===== src/rtl/pipelined_adder_subtractor_pkg.sv =====
// Shared ALU definitions: flag bit positions, op encoding and the one-bit
// full-adder cell that every chunk adder is built from.
package pipelined_adder_subtractor_pkg;

  localparam int FLAG_C = 0;
  localparam int FLAG_V = 1;
  localparam int FLAG_Z = 2;
  localparam int FLAG_N = 3;
  localparam int FLAG_W = 4;

  localparam logic SUB_OP = 1'b1;

  typedef logic [FLAG_W-1:0] flags_t;

  // Returns {carry_out, sum} for one bit position.
  function automatic logic [1:0] full_adder(input logic a, input logic b, input logic ci);
    logic sum_b;
    logic carry_b;
    sum_b   = a ^ b ^ ci;
    carry_b = (a & b) | (ci & (a ^ b));
    return {carry_b, sum_b};
  endfunction

endpackage


===== src/rtl/add_sub_chunk.sv =====
// Combinational W-bit ripple adder for one pipeline chunk: s = a + bx + cin.
// The operand inversion for subtraction happens upstream, so this is a pure add.
module add_sub_chunk
  import pipelined_adder_subtractor_pkg::*;
#(
  parameter int W = 8
) (
  input  logic [W-1:0] a,
  input  logic [W-1:0] bx,
  input  logic         cin,
  output logic [W-1:0] s,
  output logic         cout
);

  logic [W:0] carry;

  // ripple the carry across the chunk, one full-adder cell per bit
  always_comb begin
    carry    = {(W+1){1'b0}};
    s        = {W{1'b0}};
    carry[0] = cin;
    for (int i = 0; i < W; i++) begin
      {carry[i+1], s[i]} = full_adder(a[i], bx[i], carry[i]);
    end
  end

  assign cout = carry[W];

endmodule


===== src/rtl/pipelined_adder_subtractor.sv =====
// Pipelined N-bit adder/subtractor: the carry chain is cut into STAGES chunks,
// one chunk resolved per clock, with valid/ready flow control and a global stall.
module pipelined_adder_subtractor
  import pipelined_adder_subtractor_pkg::*;
#(
  parameter int N      = 32,
  parameter int STAGES = 4
) (
  input  logic         clk,
  input  logic         rst,
  input  logic         in_valid,
  output logic         in_ready,
  input  logic         sub,
  input  logic [N-1:0] A,
  input  logic [N-1:0] B,
  output logic         out_valid,
  input  logic         out_ready,
  output logic [N-1:0] S,
  output logic         Cout,
  output logic         V,
  output logic         Z,
  output logic         Nf
);

  localparam int ST_SAFE = (STAGES < 1) ? 1 : STAGES;
  localparam int W       = N / ST_SAFE;

  if ((STAGES < 1) || (STAGES > N)) begin : g_bad_stages
    $fatal(1, "pipelined_adder_subtractor: STAGES must lie in 1..N");
  end
  if ((N % ST_SAFE) != 0) begin : g_bad_split
    $fatal(1, "pipelined_adder_subtractor: N must be a multiple of STAGES");
  end

  logic   advance;
  logic   sub_en;
  flags_t out_flags;

  assign sub_en   = (sub == SUB_OP);
  // Any held result freezes every stage, bubbles included, so order is kept.
  assign advance  = !out_valid || out_ready;
  assign in_ready = advance;

  for (genvar k = 0; k < STAGES; k++) begin : g_stage
    localparam int LO  = k * W;
    localparam int REM = N - LO;

    logic              vin;
    logic              cin;
    logic [REM-1:0]    ain;
    logic [REM-1:0]    bxin;
    logic [W-1:0]      csum;
    logic              ccout;
    logic [LO+W-1:0]   s_d;
    logic              vld_q;
    logic [LO+W-1:0]   s_q;

    if (k == 0) begin : g_in
      assign vin  = in_valid;
      assign cin  = sub_en;
      assign ain  = A;
      assign bxin = B ^ {N{sub_en}};
      assign s_d  = csum;
    end else begin : g_in
      assign vin  = g_stage[k-1].vld_q;
      assign cin  = g_stage[k-1].g_fwd.cy_q;
      assign ain  = g_stage[k-1].g_fwd.a_q;
      assign bxin = g_stage[k-1].g_fwd.bx_q;
      assign s_d  = {csum, g_stage[k-1].s_q};
    end

    add_sub_chunk #(.W(W)) u_chunk (
      .a    (ain[W-1:0]),
      .bx   (bxin[W-1:0]),
      .cin  (cin),
      .s    (csum),
      .cout (ccout)
    );

    // valid always follows the pipe; payload only loads when live data arrives
    always_ff @(posedge clk) begin
      if (rst) begin
        vld_q <= 1'b0;
        s_q   <= {(LO+W){1'b0}};
      end else if (advance) begin
        vld_q <= vin;
        if (vin) begin
          s_q <= s_d;
        end
      end
    end

    if (k < STAGES - 1) begin : g_fwd
      logic               cy_q;
      logic [REM-W-1:0]   a_q;
      logic [REM-W-1:0]   bx_q;

      // carry and skew buffer of operand chunks not yet consumed
      always_ff @(posedge clk) begin
        if (rst) begin
          cy_q <= 1'b0;
          a_q  <= {(REM-W){1'b0}};
          bx_q <= {(REM-W){1'b0}};
        end else if (advance && vin) begin
          cy_q <= ccout;
          a_q  <= ain[REM-1:W];
          bx_q <= bxin[REM-1:W];
        end
      end
    end else begin : g_last
      flags_t flags_d;
      flags_t flags_q;

      // the top chunk holds both operand sign bits, so overflow is local here
      always_comb begin
        flags_d         = {FLAG_W{1'b0}};
        flags_d[FLAG_C] = ccout;
        flags_d[FLAG_V] = (ain[W-1] == bxin[W-1]) && (csum[W-1] != ain[W-1]);
        flags_d[FLAG_Z] = (s_d == {N{1'b0}});
        flags_d[FLAG_N] = s_d[N-1];
      end

      // flags register alongside the final result chunk
      always_ff @(posedge clk) begin
        if (rst) begin
          flags_q <= {FLAG_W{1'b0}};
        end else if (advance && vin) begin
          flags_q <= flags_d;
        end
      end
    end
  end

  assign out_valid = g_stage[STAGES-1].vld_q;
  assign S         = g_stage[STAGES-1].s_q;
  assign out_flags = g_stage[STAGES-1].g_last.flags_q;
  assign Cout      = out_flags[FLAG_C];
  assign V         = out_flags[FLAG_V];
  assign Z         = out_flags[FLAG_Z];
  assign Nf        = out_flags[FLAG_N];

endmodule


===== config.mk =====
export PLATFORM = sky130hd
export DESIGN_NAME = pipelined_adder_subtractor
export DESIGN_NICKNAME = d
export VERILOG_FILES = /design/src/rtl/pipelined_adder_subtractor_pkg.sv /design/src/rtl/add_sub_chunk.sv /design/src/rtl/pipelined_adder_subtractor.sv
export SDC_FILE = /design/constraint.sdc
export NUM_CORES = 1
export LEC_CHECK = 0
export ABC_AREA = 0
export BUFFER_PORTS_ARGS = -buffer_cell sky130_fd_sc_hd__buf_2
export CORE_UTILIZATION = 51
export DETAILED_ROUTE_END_ITERATION = 6
export PLACE_DENSITY = 0.75
export SYNTH_ARGS = -nofsm -noshare
export SYNTH_HDL_FRONTEND = slang
export SYNTH_SLANG_ARGS = --single-unit

===== constraint.sdc =====
create_clock -name clk -period 4.2 [get_ports clk]
set_input_delay 0.63 -clock clk [delete_from_list [all_inputs] [get_ports clk]]
set_output_delay 0.63 -clock clk [all_outputs]
set_load 0.05 [all_outputs]

# Yosys cells after proc, flatten, opt, wreduce, memory -nomap -nowiden
# Index checks and enable logic that the tools add are counted.
# word_totals
inputBits	69
word_cells	193
out_inout_bits	38
ff_bits	187
# classes
n_reduce_logical	12
eq_ne	2
bitwise_logic	161
# op_table
op	count
AND 1 bit	64
bitwise XOR 1 bit	64
zero test 32 bit	1
bitwise OR 1 bit	32
bitwise XOR 32 bit	1
AND reduction 2 bit	4
logical AND 1 bit	5
equality test 1 bit	1
zero test 1 bit	1
logical OR 1 bit	1
!= test 1 bit	1

# Logic depth before layout (Yosys ltp)
# depth
ltp_word	18
depth_mapped	15
depth_no_buf	15

# Cells and area by module
# From an unflattened synthesis, not the netlist that was laid out.
# hier_totals
hier_cells	908
area_unflattened_um2	7490.9
# by_module_without_submodules
module	area_per_inst_um2	seq_area_each_um2	instances	cells_per_inst
pipelined_adder_subtractor	6700.2	3723.6	1	836
add_sub_chunk	197.7	0.0	4	18

# Least setup slack after synthesis
# Ideal clock, no wire load.
# synth_path
path_type	in2reg
from	input port sub
to	register g_stage[0].s_q[7]
setup_ns	0.132
arrival_ns	3.933
path_buffers	2
cell_stages	14
t_required_ns	4.068
path_slack_ns	0.134
path_cell_list	clkbuf_1 -> buf_2 -> xor2_1 -> fa_1 -> inv_1 -> fa_1 -> fa_1 -> fa_1 -> fa_1 -> fa_1 -> inv_1 -> fa_1 -> nand2_1 -> a21oi_1
# synth_between
elab_chain_len	17
elab_cells_between_ends	31
classes_between	bitwise (31)
# synth_rtl
element	line_no	text
start: declaration	pipelined_adder_subtractor.sv:13	input logic sub,
bitwise XOR 32 bit	pipelined_adder_subtractor.sv:62	assign bxin = B ^ {N{sub_en}};
bitwise XOR 1 bit	pipelined_adder_subtractor_pkg.sv:20	carry_b = (a & b) | (ci & (a ^ b));
AND 1 bit	pipelined_adder_subtractor_pkg.sv:20	
bitwise OR 1 bit	pipelined_adder_subtractor_pkg.sv:20	
AND 1 bit	pipelined_adder_subtractor_pkg.sv:20	
bitwise OR 1 bit	pipelined_adder_subtractor_pkg.sv:20	
AND 1 bit	pipelined_adder_subtractor_pkg.sv:20	
bitwise OR 1 bit	pipelined_adder_subtractor_pkg.sv:20	
(+2 left out)	--	
AND 1 bit	pipelined_adder_subtractor_pkg.sv:20	
bitwise OR 1 bit	pipelined_adder_subtractor_pkg.sv:20	
AND 1 bit	pipelined_adder_subtractor_pkg.sv:20	
bitwise OR 1 bit	pipelined_adder_subtractor_pkg.sv:20	
AND 1 bit	pipelined_adder_subtractor_pkg.sv:20	
bitwise OR 1 bit	pipelined_adder_subtractor_pkg.sv:20	
bitwise XOR 1 bit (*)	pipelined_adder_subtractor_pkg.sv:19	sum_b = a ^ b ^ ci;
named net g_stage[0].csum[7]	pipelined_adder_subtractor.sv:52	logic [W-1:0] csum;
end signal: assignment	pipelined_adder_subtractor.sv:84	s_q <= {(LO+W){1'b0}};
end: declaration	pipelined_adder_subtractor.sv:56	logic [LO+W-1:0] s_q;
# The timed path passes the listed nets; every way through them passes the cells marked *.
# A chain may end at the register's enable or synchronous reset.

# Worst setup path in the final report
# layout_path
from	register g_stage[2].g_fwd.cy_q
to	register g_stage[3].g_last.flags_q[2]
# layout_between
elab_chain_len	16
elab_cells_between_ends	23
classes_between	bitwise (22); reduce/logical (1)
# layout_rtl
element	line_no	text
start: declaration	pipelined_adder_subtractor.sv:94	logic cy_q;
start signal: assignment	pipelined_adder_subtractor.sv:105	cy_q <= ccout;
AND 1 bit	pipelined_adder_subtractor_pkg.sv:20	
bitwise OR 1 bit	pipelined_adder_subtractor_pkg.sv:20	
AND 1 bit	pipelined_adder_subtractor_pkg.sv:20	
bitwise OR 1 bit	pipelined_adder_subtractor_pkg.sv:20	
AND 1 bit	pipelined_adder_subtractor_pkg.sv:20	
bitwise OR 1 bit	pipelined_adder_subtractor_pkg.sv:20	
AND 1 bit	pipelined_adder_subtractor_pkg.sv:20	
bitwise OR 1 bit	pipelined_adder_subtractor_pkg.sv:20	
AND 1 bit	pipelined_adder_subtractor_pkg.sv:20	
bitwise OR 1 bit	pipelined_adder_subtractor_pkg.sv:20	
AND 1 bit	pipelined_adder_subtractor_pkg.sv:20	
bitwise OR 1 bit	pipelined_adder_subtractor_pkg.sv:20	
AND 1 bit	pipelined_adder_subtractor_pkg.sv:20	
bitwise OR 1 bit	pipelined_adder_subtractor_pkg.sv:20	
bitwise XOR 1 bit	pipelined_adder_subtractor_pkg.sv:19	
zero test 32 bit (*)	pipelined_adder_subtractor.sv:119	flags_d[FLAG_Z] = (s_d == {N{1'b0}});
end signal: assignment	pipelined_adder_subtractor.sv:126	flags_q <= {FLAG_W{1'b0}};
end signal: assignment	pipelined_adder_subtractor.sv:128	flags_q <= flags_d;
end: declaration	pipelined_adder_subtractor.sv:112	flags_t flags_q;
# Mark *: on every way between the ends. The rest lies on a longest branch, timed or not.

==> run metrics <==
status finished clean; Syn Nets between 900 and 1000; Total Power 0.003777 W; Synth top area share 0.4999; syn_area_per_cell 8.464 sq um; clock tree buffer depth 2; Rows 43; IO Count 107; Post-Synthesis Cells 880; crit-path cells fa_2 -> fa_2 -> fa_1 -> fa_1 -> inv_1 -> fa_1 -> inv_1 -> fa_2 -> fa_1 -> inv_1 -> fa_1 -> nor4bb_4 -> nand4_1 -> or4_4 -> o21ai_2; critical path's slowest cell or4_4; Die Wd 122.9 um; initial antenna violation count 0; Hold-fix buffers, CTS 0; gr usage total 0.2169; cell family with most CP delay adder cells; max-slew violation count 0; Pre-antenna DRT Iters 5; Final Skew 0.006991 ns; fin crit period 4.031 ns; utilization after layout 0.6143; synth top area cells dfxtp_1, nand2_1, a21oi_1, fa_1, a211oi_1; CTS Sinks 186; Slew @ Worst Pin 1.173 ns; Ant. Diodes 0; #FFs+latches synth 186; most frequent cells after synthesis nand2_1, dfxtp_1, a21oi_1, nor2_1, a211oi_1; ratio of cells with drive above 1 in the final layout 0.1602; P per Cell Area 437.9 mW/mm^2; core area ~0.014 sq mm; Leakage between 3 and 4 nW; Synth area leader dfxtp_1; initial drt markers between 400 and 500; I/O Buffers 106; clk_lat worst skew 0.42 ns; maximum vdd drop 0.3302 mV; Setup violations, final 0; Worst Path Arrival 4.38 ns; register area share after synthesis 0.4999; DR vias/cell 5.027; Overflow after GRT 0; synth warn 0; Nets 1050; Post-Route WL 15.35 mm; Residual DRC 0; Routed Antenna Nets 0; critical path peak fanout 3; Setup crit end kind flip-flop; Rel. slew slack 0.2182; storage element area 0.003725 sq mm; Hold Path Class input pin to flip-flop; vias in the first global route around 5200; Avg WL per Cell around 13 um; GPL Wtd Cong a little over 0.8; Die Y 122.9 um; Worst-path clk slew roughly 0.06 ns; CTS H-tree depth 4; multi-input combinational cell area approximately 0.0034 sq mm; type of origin of the critical path flip-flop; final worst path period share 0.9598; Non-Filler Instances between 1000 and 1500; vias post-DR 5736; final hold vios 0; CTS tree done; Post-synth EDFFs 0; most used cell, CP fa_1; CP peak stage delay 0.42 ns; total of max-cap violations 0; M1 GR Usage 0.3129; GR Util met3 0.04414; Starting Density 0.5304; met2 Resource Use GR 0.3227; die area 0.01509 sq mm; WS Path Type flip-flop to flip-flop; DP HPWL slightly above 10 mm; Synth Flop Type dfxtp_1; first-pass GRT wire length about 25 mm; RSZ-0062 raised after global routing false; post-CTS setup buffers 0; largest net degree at the start of global routing 109; most common cell in the netlist nand2_1; Critical Path RT approximately 4.6 ns; Bufs and invs on worst path 3; FFs w/ async S/R, synth 0; Root Driver clkbuf_16; number of fillers in the final layout about 1300; area growth from synthesis to layout 15.81%; setup slack, reg-to-reg 0.17 ns; DP Cell Count 1110; fmax approximately 0.25 GHz; Num CTS Buffers 17; unique cell type count in the Yosys netlist 26; Syn Std Cell Area 0.007448 sq mm; GR peak layer met2
==> registers in the layout (all words and copies together), names as in the netlist <==
signal	flops
g_stage.vld_q	3
g_stage.g_fwd.cy_q	3
g_stage.g_fwd.a_q	48
out_valid	1
g_stage.g_fwd.bx_q	48
g_stage.s_q	48
S	32
g_stage.g_last.flags_q	3
==> metal layers <==
layer / wire length [um] / share of wire
met1: 7741 / 0.50
met2: 6734 / 0.44
met3: 714 / 0.047
met4: 154 / 0.010
met5: 0 / 0
==> per-stage QoR <==
| step | cell area, sq um | hold WS (ns) | setup slack (ns) | TNS [ns] |
|---|---|---|---|---|
| 2_1_floorplan | 7448 | 0.4321 | 0.1345 | 0 |
| 3_3_place_gp | 7994 | 0.4394 | 0.1060 | 0 |
| 3_5_place_dp | 7994 | 0.4442 | -0.04300 | -0.04300 |
| 4_1_cts | 8610 | 0.4216 | 0.02061 | 0 |
| 5_1_grt | 8626 | 0.4381 | 0.01596 | 0 |
| 6_report | 8626 | 0.4413 | 0.1687 | 0 |
==> path summary, 6_finish.rpt <==
kind                                          from  depth (start not counted)                                         to
max             g_stage[2].g_fwd.cy_q$_SDFFE_PP0P_                         15  g_stage[3].g_last.flags_q[2]$_SDFFE_PP0P_
min                                          A[11]                          3       g_stage[0].g_fwd.a_q[3]$_SDFFE_PP0P_
max reg2reg     g_stage[2].g_fwd.cy_q$_SDFFE_PP0P_                         15  g_stage[3].g_last.flags_q[2]$_SDFFE_PP0P_
min reg2reg  g_stage[0].g_fwd.bx_q[9]$_SDFFE_PP0P_                          2      g_stage[1].g_fwd.bx_q[1]$_SDFFE_PP0P_
==> placed cells by master (no fill, tap or decap), types with 2 or more instances in the layout <==
master	instances
clkinvlp_4	2
nor4_1	5
nand4_1	2
xnor2_1	28
bufinv_16	2
dfxtp_1	185
buf_2	105
a211oi_1	39
clkbuf_1	2
fa_1	28
inv_1	28
xor2_1	5
clkbuf_16	17
clkinv_2	2
a21oi_1	144
nand2_1	289
clkbuf_8	6
and2_1	3
nor2_1	43
fa_2	3
buf_4	9
==> power by group <==
part           switching [W]  leakage [nW]  internal (W)
clock               0.000633         0.291      0.000967
sequential         0.0000419          1.52       0.00183
combinational       0.000183          1.53      0.000120
==> tightest hold or removal path, delay by kind of cell <==
kind                   cells  cell delay [ns]
AO/OA/AOI/OAI              1             0.05
buffers and inverters      1             0.10
AND/OR/NAND/NOR            1             0.04
==> logic make-up (layout without fill, tap and decap cells) <==
| logic type | Yosys count | after routing | synth area share |
|---|---|---|---|
| and+or+nand+nor | 349 | 349 | 0.1826 |
| DFF | 186 | 186 | 0.4999 |
| AOI/OAI and AO/OA | 184 | 184 | 0.1367 |
| buffers and inverters | 94 | 175 | 0.05409 |
| xor gates and xnor gates | 33 | 33 | 0.03880 |
| adders and majority gates | 32 | 32 | 0.08500 |
| muxes | 2 | 2 | 0.002856 |
==> area by class of cell <==
class                   instances  share of cell area
clock buffers                  25             0.05976
multi-input cells             600              0.3887
clock inverters                 6            0.009864
flip-flops and latches        186              0.4318
well taps                     180             0.02611
repair buffers                115             0.07108
inverters                      29             0.01262
==> what timing repair did <==
action,4_1_cts,5_1_grt
resized for setup,2,6
cloned,0,0
endpoints found under the setup margin,1,2
pin swaps,0,1
No activity file was read; power rests on OpenSTA's default activity.
